===== src/rtl/scatter_if.sv =====
// scatter_if: wide input word plus N narrow per-lane output channels on the stb/ack fabric.
interface scatter_if #(
    parameter int W = 8,
    parameter int N = 4
);
    logic [N-1:0][W-1:0] s_dat;
    logic [N-1:0]        s_msk;
    logic                s_stb;
    logic                s_ack;
    logic [N-1:0][W-1:0] m_dat;
    logic [N-1:0]        m_stb;
    logic [N-1:0]        m_ack;
    logic                busy;
    modport master (output s_dat, s_msk, s_stb, m_ack, input s_ack, m_dat, m_stb, busy);
    modport slave  (input s_dat, s_msk, s_stb, m_ack, output s_ack, m_dat, m_stb, busy);
endinterface


===== src/rtl/scatter.sv =====
// scatter: splits one N-lane word into per-lane channels, delivered in parallel
// (ORDER=0) or strictly lowest-lane-first (ORDER=1); masked-off lanes are skipped.
module scatter #(
    parameter int W     = 8,
    parameter int N     = 4,
    parameter int ORDER = 0
) (
    input logic      clk,
    input logic      rst,
    scatter_if.slave bus
);
    logic [N-1:0][W-1:0] r_dat;
    logic [N-1:0]        r_pend;
    logic [N-1:0]        w_stb;
    logic                w_take;
    // pend & (~pend + 1) keeps only the lowest pending lane
    assign w_stb     = (ORDER != 0) ? (r_pend & (~r_pend + N'(1))) : r_pend;
    assign w_take    = bus.s_stb & bus.s_ack;
    assign bus.s_ack = rst & ~|r_pend;
    assign bus.busy  = |r_pend;
    assign bus.m_stb = w_stb;
    assign bus.m_dat = r_dat;
    always_ff @(posedge clk or negedge rst) begin
        if (!rst) begin
            r_dat  <= '0;
            r_pend <= '0;
        end else if (w_take) begin
            r_dat  <= bus.s_dat;
            r_pend <= bus.s_msk;
        end else begin
            r_pend <= r_pend & ~(w_stb & bus.m_ack);
        end
    end
endmodule


===== src/flat_wrapper.sv =====
// flat-port wrapper written by rule: the top's interface ports become plain ports
module scatter_flat 
#(
    parameter int W     = 8,
    parameter int N     = 4,
    parameter int ORDER = 0
)
  (clk, rst, bus_s_dat, bus_s_msk, bus_s_stb, bus_m_ack, bus_s_ack, bus_m_dat, bus_m_stb, bus_busy);
  scatter_if #(.W(W), .N(N)) bus_i ();
  input logic clk;
  input logic rst;
  input wire logic [$bits(bus_i.s_dat)-1:0] bus_s_dat;
  input wire logic [$bits(bus_i.s_msk)-1:0] bus_s_msk;
  input wire logic [$bits(bus_i.s_stb)-1:0] bus_s_stb;
  input wire logic [$bits(bus_i.m_ack)-1:0] bus_m_ack;
  output wire logic [$bits(bus_i.s_ack)-1:0] bus_s_ack;
  output wire logic [$bits(bus_i.m_dat)-1:0] bus_m_dat;
  output wire logic [$bits(bus_i.m_stb)-1:0] bus_m_stb;
  output wire logic [$bits(bus_i.busy)-1:0] bus_busy;
  assign bus_i.s_dat = bus_s_dat;
  assign bus_i.s_msk = bus_s_msk;
  assign bus_i.s_stb = bus_s_stb;
  assign bus_i.m_ack = bus_m_ack;
  assign bus_s_ack = bus_i.s_ack;
  assign bus_m_dat = bus_i.m_dat;
  assign bus_m_stb = bus_i.m_stb;
  assign bus_busy = bus_i.busy;
  scatter #(.W(W), .N(N), .ORDER(ORDER)) u_core (.clk(clk), .rst(rst), .bus(bus_i));
endmodule

===== config.mk =====
export PLATFORM = sky130hd
export DESIGN_NAME = scatter_flat
export DESIGN_NICKNAME = d
export VERILOG_FILES = /design/src/rtl/scatter_if.sv /design/src/rtl/scatter.sv /design/src/flat_wrapper.sv
export SDC_FILE = /design/constraint.sdc
export NUM_CORES = 1
export LEC_CHECK = 0
export CAP_MARGIN = 10
export CELL_PAD_IN_SITES_DETAIL_PLACEMENT = 1
export CELL_PAD_IN_SITES_GLOBAL_PLACEMENT = 1
export CORE_ASPECT_RATIO = 0.5
export CORE_MARGIN = 2
export CORE_UTILIZATION = 32
export DETAILED_ROUTE_END_ITERATION = 10
export HOLD_SLACK_MARGIN = 0.12
export PLACE_DENSITY_LB_ADDON = 0.05
export SKIP_LAST_GASP = 1
export SLEW_MARGIN = 10
export SYNTH_ARGS = -nofsm -noshare
export SYNTH_HDL_FRONTEND = slang
export SYNTH_SLANG_ARGS = --single-unit

===== constraint.sdc =====
create_clock -name clk -period 4 [get_ports clk]
set_clock_uncertainty 0.2 [all_clocks]
set_input_delay 0.8 -clock clk [delete_from_list [all_inputs] [get_ports clk]]
set_output_delay 0.8 -clock clk [all_outputs]
set_load 0.005 [all_outputs]

Word-level counts from Yosys, hierarchy flattened
Cells that the tools add are included.
Widths: inputs -> output; s select.
{ "word_totals": {"output_inout_bits": 38, "wordCells": 13, "inputBits": 43, "regBits": 36} }
{ "classes": {"bitwise_logic": 5, "mux": 1, "reduce_logical": 2} }
{ "op_table": {"columns": ["cell", "n"], "rows": [
  ["$and 4x4->4", 2],
  ["$mux 4", 1],
  ["$not 4->4", 1],
  ["$reduce_or 4->1", 1],
  ["$and 1x1->1", 2],
  ["$logic_not 1->1", 1]
]} }

Depth between registers and ports, before layout
{ "depth": {"word_depth": 5, "ltp_mapped": 5, "mapped_depth_nobuf": 3} }

Worst setup path after synthesis
OpenSTA, ideal clock, no wires.
{ "synth_path": {"path_type": "input to output", "start": "input port rst", "end": "output port bus_s_ack", "arrival_time_ps": 953, "path_slack_ps": 2047, "t_required_ps": 3000, "path_stages": 1, "path_cell_list": "and2_2"} }
{ "synth_via": {"elab_chain_len": 1} }
{ "synth_rtl": {"columns": ["element", "line", "source"], "rows": [
  ["start: declaration", "flat_wrapper.sv:11", "input logic rst;"],
  ["$and 1x1->1", "scatter.sv:19", "assign bus.s_ack = rst & ~|r_pend;"],
  ["end: declaration", "flat_wrapper.sv:16", "output wire logic [$bits(bus_i.s_ack)-1:0] bus_s_ack;"]
]} }
No other way between the ends.

Worst setup path in the final report
Same ends and word-level chain as after synthesis.

==> results summary <==
The die outline width came out at 101.2 um. STA classifies the critical path startpoint as an input port. The CTS buffer count is 5. The antenna violation net count after detailed routing is 0.

The number of antenna diodes in the final layout is 0. Summed over all nets, the switching power comes to 343.7 uW. The post-synthesis net count came out at 127. The number of top-level design ports came out at 81.

The root buffer selected by CTS is clkbuf_8. The area fraction of the dominant cell type after synthesis came out at 0.5960. The routed design could run at a clock period as short as 2.729 ns. The switching share of power came out at 0.2392. The share of total power dissipated in combinational logic is 0.384. In this design, the stage delay of the slowest critical-path cell is 0.49 ns. The floorplan core area is 0.004467 mm^2.

The iteration count of the initial detailed-routing pass came out at 4. The final layout contains routed wiring with a total length of 3.690 mm. The worst setup path is captured at an output pin. The die height came out at 52.60 um.

In the final layout, the share of cells above drive strength 1 is 0.2706. The number of hold violations in the final report is 0. The number of fill cells in the layout is 460. The TritonCTS clock tree is built. In this run the static leakage power is 1.067 nW. The via count of the routed design is 1002. In this run the mean area of a mapped cell was 17.99 um^2. Of the total power, the clock network draws 0.218.

The hold buffer count at CTS came out at 0. The path type of the worst min-delay path is input port to asynchronous set/reset pin. The slowest stage cell on the critical path is clkdlybuf4s50_1. The count of clock tree sinks is 36.

The count of cell types in the netlist is 11. The setup violation total in the final timing report came out at 0. The weighted congestion reported at the end of routability-driven placement came out at 0.6775. Of the synthesized area, sequential elements account for 0.5960. CTS built an H-tree with a depth of 2. The layout net count came out at 212. After detailed routing, the number of vias per cell comes to 4.414. In this run, synthesis produced a sequential element count of 36. The clock latency of the later-clocked register in the worst-skew pair is 0.29 ns. The total setup buffers inserted after CTS is 0. The post-detailed-route DRC marker count is 0. The sequential share of power is 0.398. The first-pass GRT wire length came out at 5.768 mm. The via count of the first global-routing pass was 1140. The total negative setup slack came out at 0 ns.

In this run the worst path has a maximum fanout of 13. The total internal power is 1.093 mW. Ranked by total cell area, the synthesized netlist is headed by dfrtp_1, mux2_4, mux2_2. The largest net degree at the start of global routing is 27.

The start of the worst register-to-register path is u_core.bus.m_stb[2]. The final-report max-slew violation count came out at 0. The slew at the pin closest to its max-slew limit is 0.5413 ns. In the layout the commonest cells are clkdlybuf4s50_1, dfrtp_1, mux2_4. The total congestion overflow came out at 0.

After floorplanning, the core was divided into 17 placement rows. The worst pin sits at a relative slew slack of 0.6391. The biggest area contributor in the post-synthesis netlist is dfrtp_1. After detailed routing, the average wire length per cell comes to 16.26 um. The post-synthesis instance area is 0.001511 mm^2.

The required time of the critical path came out at 3.00 ns. The flow ran to the end, and the final reports show no timing, DRC or antenna violations. The power density of the placed cells is 590.9 mW/mm^2. The count of yosys warnings during synthesis is 0. The initial core utilization came out at 0.3384. The CTS clock-pin slew for the worst setup and hold paths is 0.07 ns. The signal on the critical path passes through buf_2 > and2_2 > clkdlybuf4s50_1. The path type of the worst setup path is input port to output pin. Tracing the worst setup path back leads to its startpoint at rst. The post-route total power is 1.437 mW. The relative area change from synthesis to final layout came out at 60.84%. The initial detailed-routing violation count came out at 17.

The detailed-placement wirelength estimate is 2.685 mm. The die outline area came out at 0.005322 mm^2. The number of standard cells after synthesis came out at 84. For this run, the total global-route usage over all layers was measured as 0.1496. The post-placement setup slack came out at 1.099 ns. Across the run, the number of max-cap violations was 0. The post-cts resize count is 0. During placement, the flow inserted port buffers numbering 80. For this run, the top clock speed supported by timing is 366.4 MHz. The minimum setup slack in the final design is 1.271 ns. The final critical-path share of the clock period came out at 0.6823. The initial antenna violation count is 0. The leading cell type in the layout, fill and taps excluded is clkdlybuf4s50_1. The maximum root-to-sink buffer count is 2. Across the VDD grid, the largest voltage drop is 0.2075 mV. Setup repair after global routing left no endpoint under its margin.

The worst endpoint data arrival time came out at 1.73 ns.
==> critical path: cells and delay by family <==
kind	cells	cell delay, ns
buffers and inverters	2	0.73
AND/OR/NAND/NOR	1	0.19
==> synthesized netlist by cell type, drive strengths merged <==
cell   number
nor4        1
and3        1
and2        1
dfrtp      36
a22o        4
buf         4
mux2       32
inv         5
==> metal layers <==
layer,vias to the layer above,global-route usage,wire length [um]
met2,44,0.2274,1648
met4,0,0.06081,51
met5,-,0,0
li1,458,-,-
met1,494,0.1931,1695
met3,6,0.05733,295
==> path summary, 6_finish.rpt <==
kind,end,slack (ns),cells after the start
worst max-delay path,bus_s_ack,1.27,3
worst min-delay path,u_core.bus.m_dat[29],0.17,1
worst max register to register,u_core.bus.m_dat[15],1.59,4
worst min register to register,u_core.bus.m_dat[7],0.31,1
max in group asynchronous,u_core.bus.m_dat[19],2.81,2
min in group clk,u_core.bus.m_dat[7],0.31,1
==> through the flow <==
stage          std cells  hold slack [ns]  instance area (um^2)    util
6_report             227           0.1714                  2431  0.5443
5_1_grt              227           0.1829                  2431  0.5443
4_1_cts              227           0.1671                  2431  0.5443
3_5_place_dp         219           0.2964                  2323  0.5202
3_3_place_gp         219           0.2889                  2323  0.5202
2_1_floorplan         84           0.3044                  1511       -
==> cells by family (layout without fill, tap and decap cells) <==
kind of cell | Yosys count | count (layout) | share of synthesized area
AOI/OAI and AO/OA | 4 | 4 | 0.02401
buffers and inverters | 9 | 95 | 0.05961
DFF | 36 | 36 | 0.5960
muxes | 32 | 32 | 0.3030
and+or+nand+nor | 3 | 3 | 0.01739
==> sequential cells by signal (all words and copies together) (netlist names) <==
register          count
u_core.bus.m_dat     32
u_core.bus.m_stb      4
==> power by group through the flow <==
stage          Sequential, mW  Clock [mW]  Combinational (mW)
2_1_floorplan           0.576           0               0.215
3_3_place_gp            0.576           0               0.544
3_5_place_dp            0.575           0               0.559
4_1_cts                 0.575       0.329               0.562
5_1_grt                 0.588       0.342               0.589
6_report                0.571       0.314               0.551
==> layout make-up <==
class                      count  area [um^2]  area share
inverter                       5        18.77    0.007720
sequential                    36        900.9      0.3706
tap                           57        71.32     0.02934
timing repair buffer          82        810.8      0.3335
multi-input combinational     39        521.8      0.2146
clock inverter                 2        35.03     0.01441
clock buffer                   6        72.57     0.02985
Note: power is estimated with default switching activity, not from simulation.
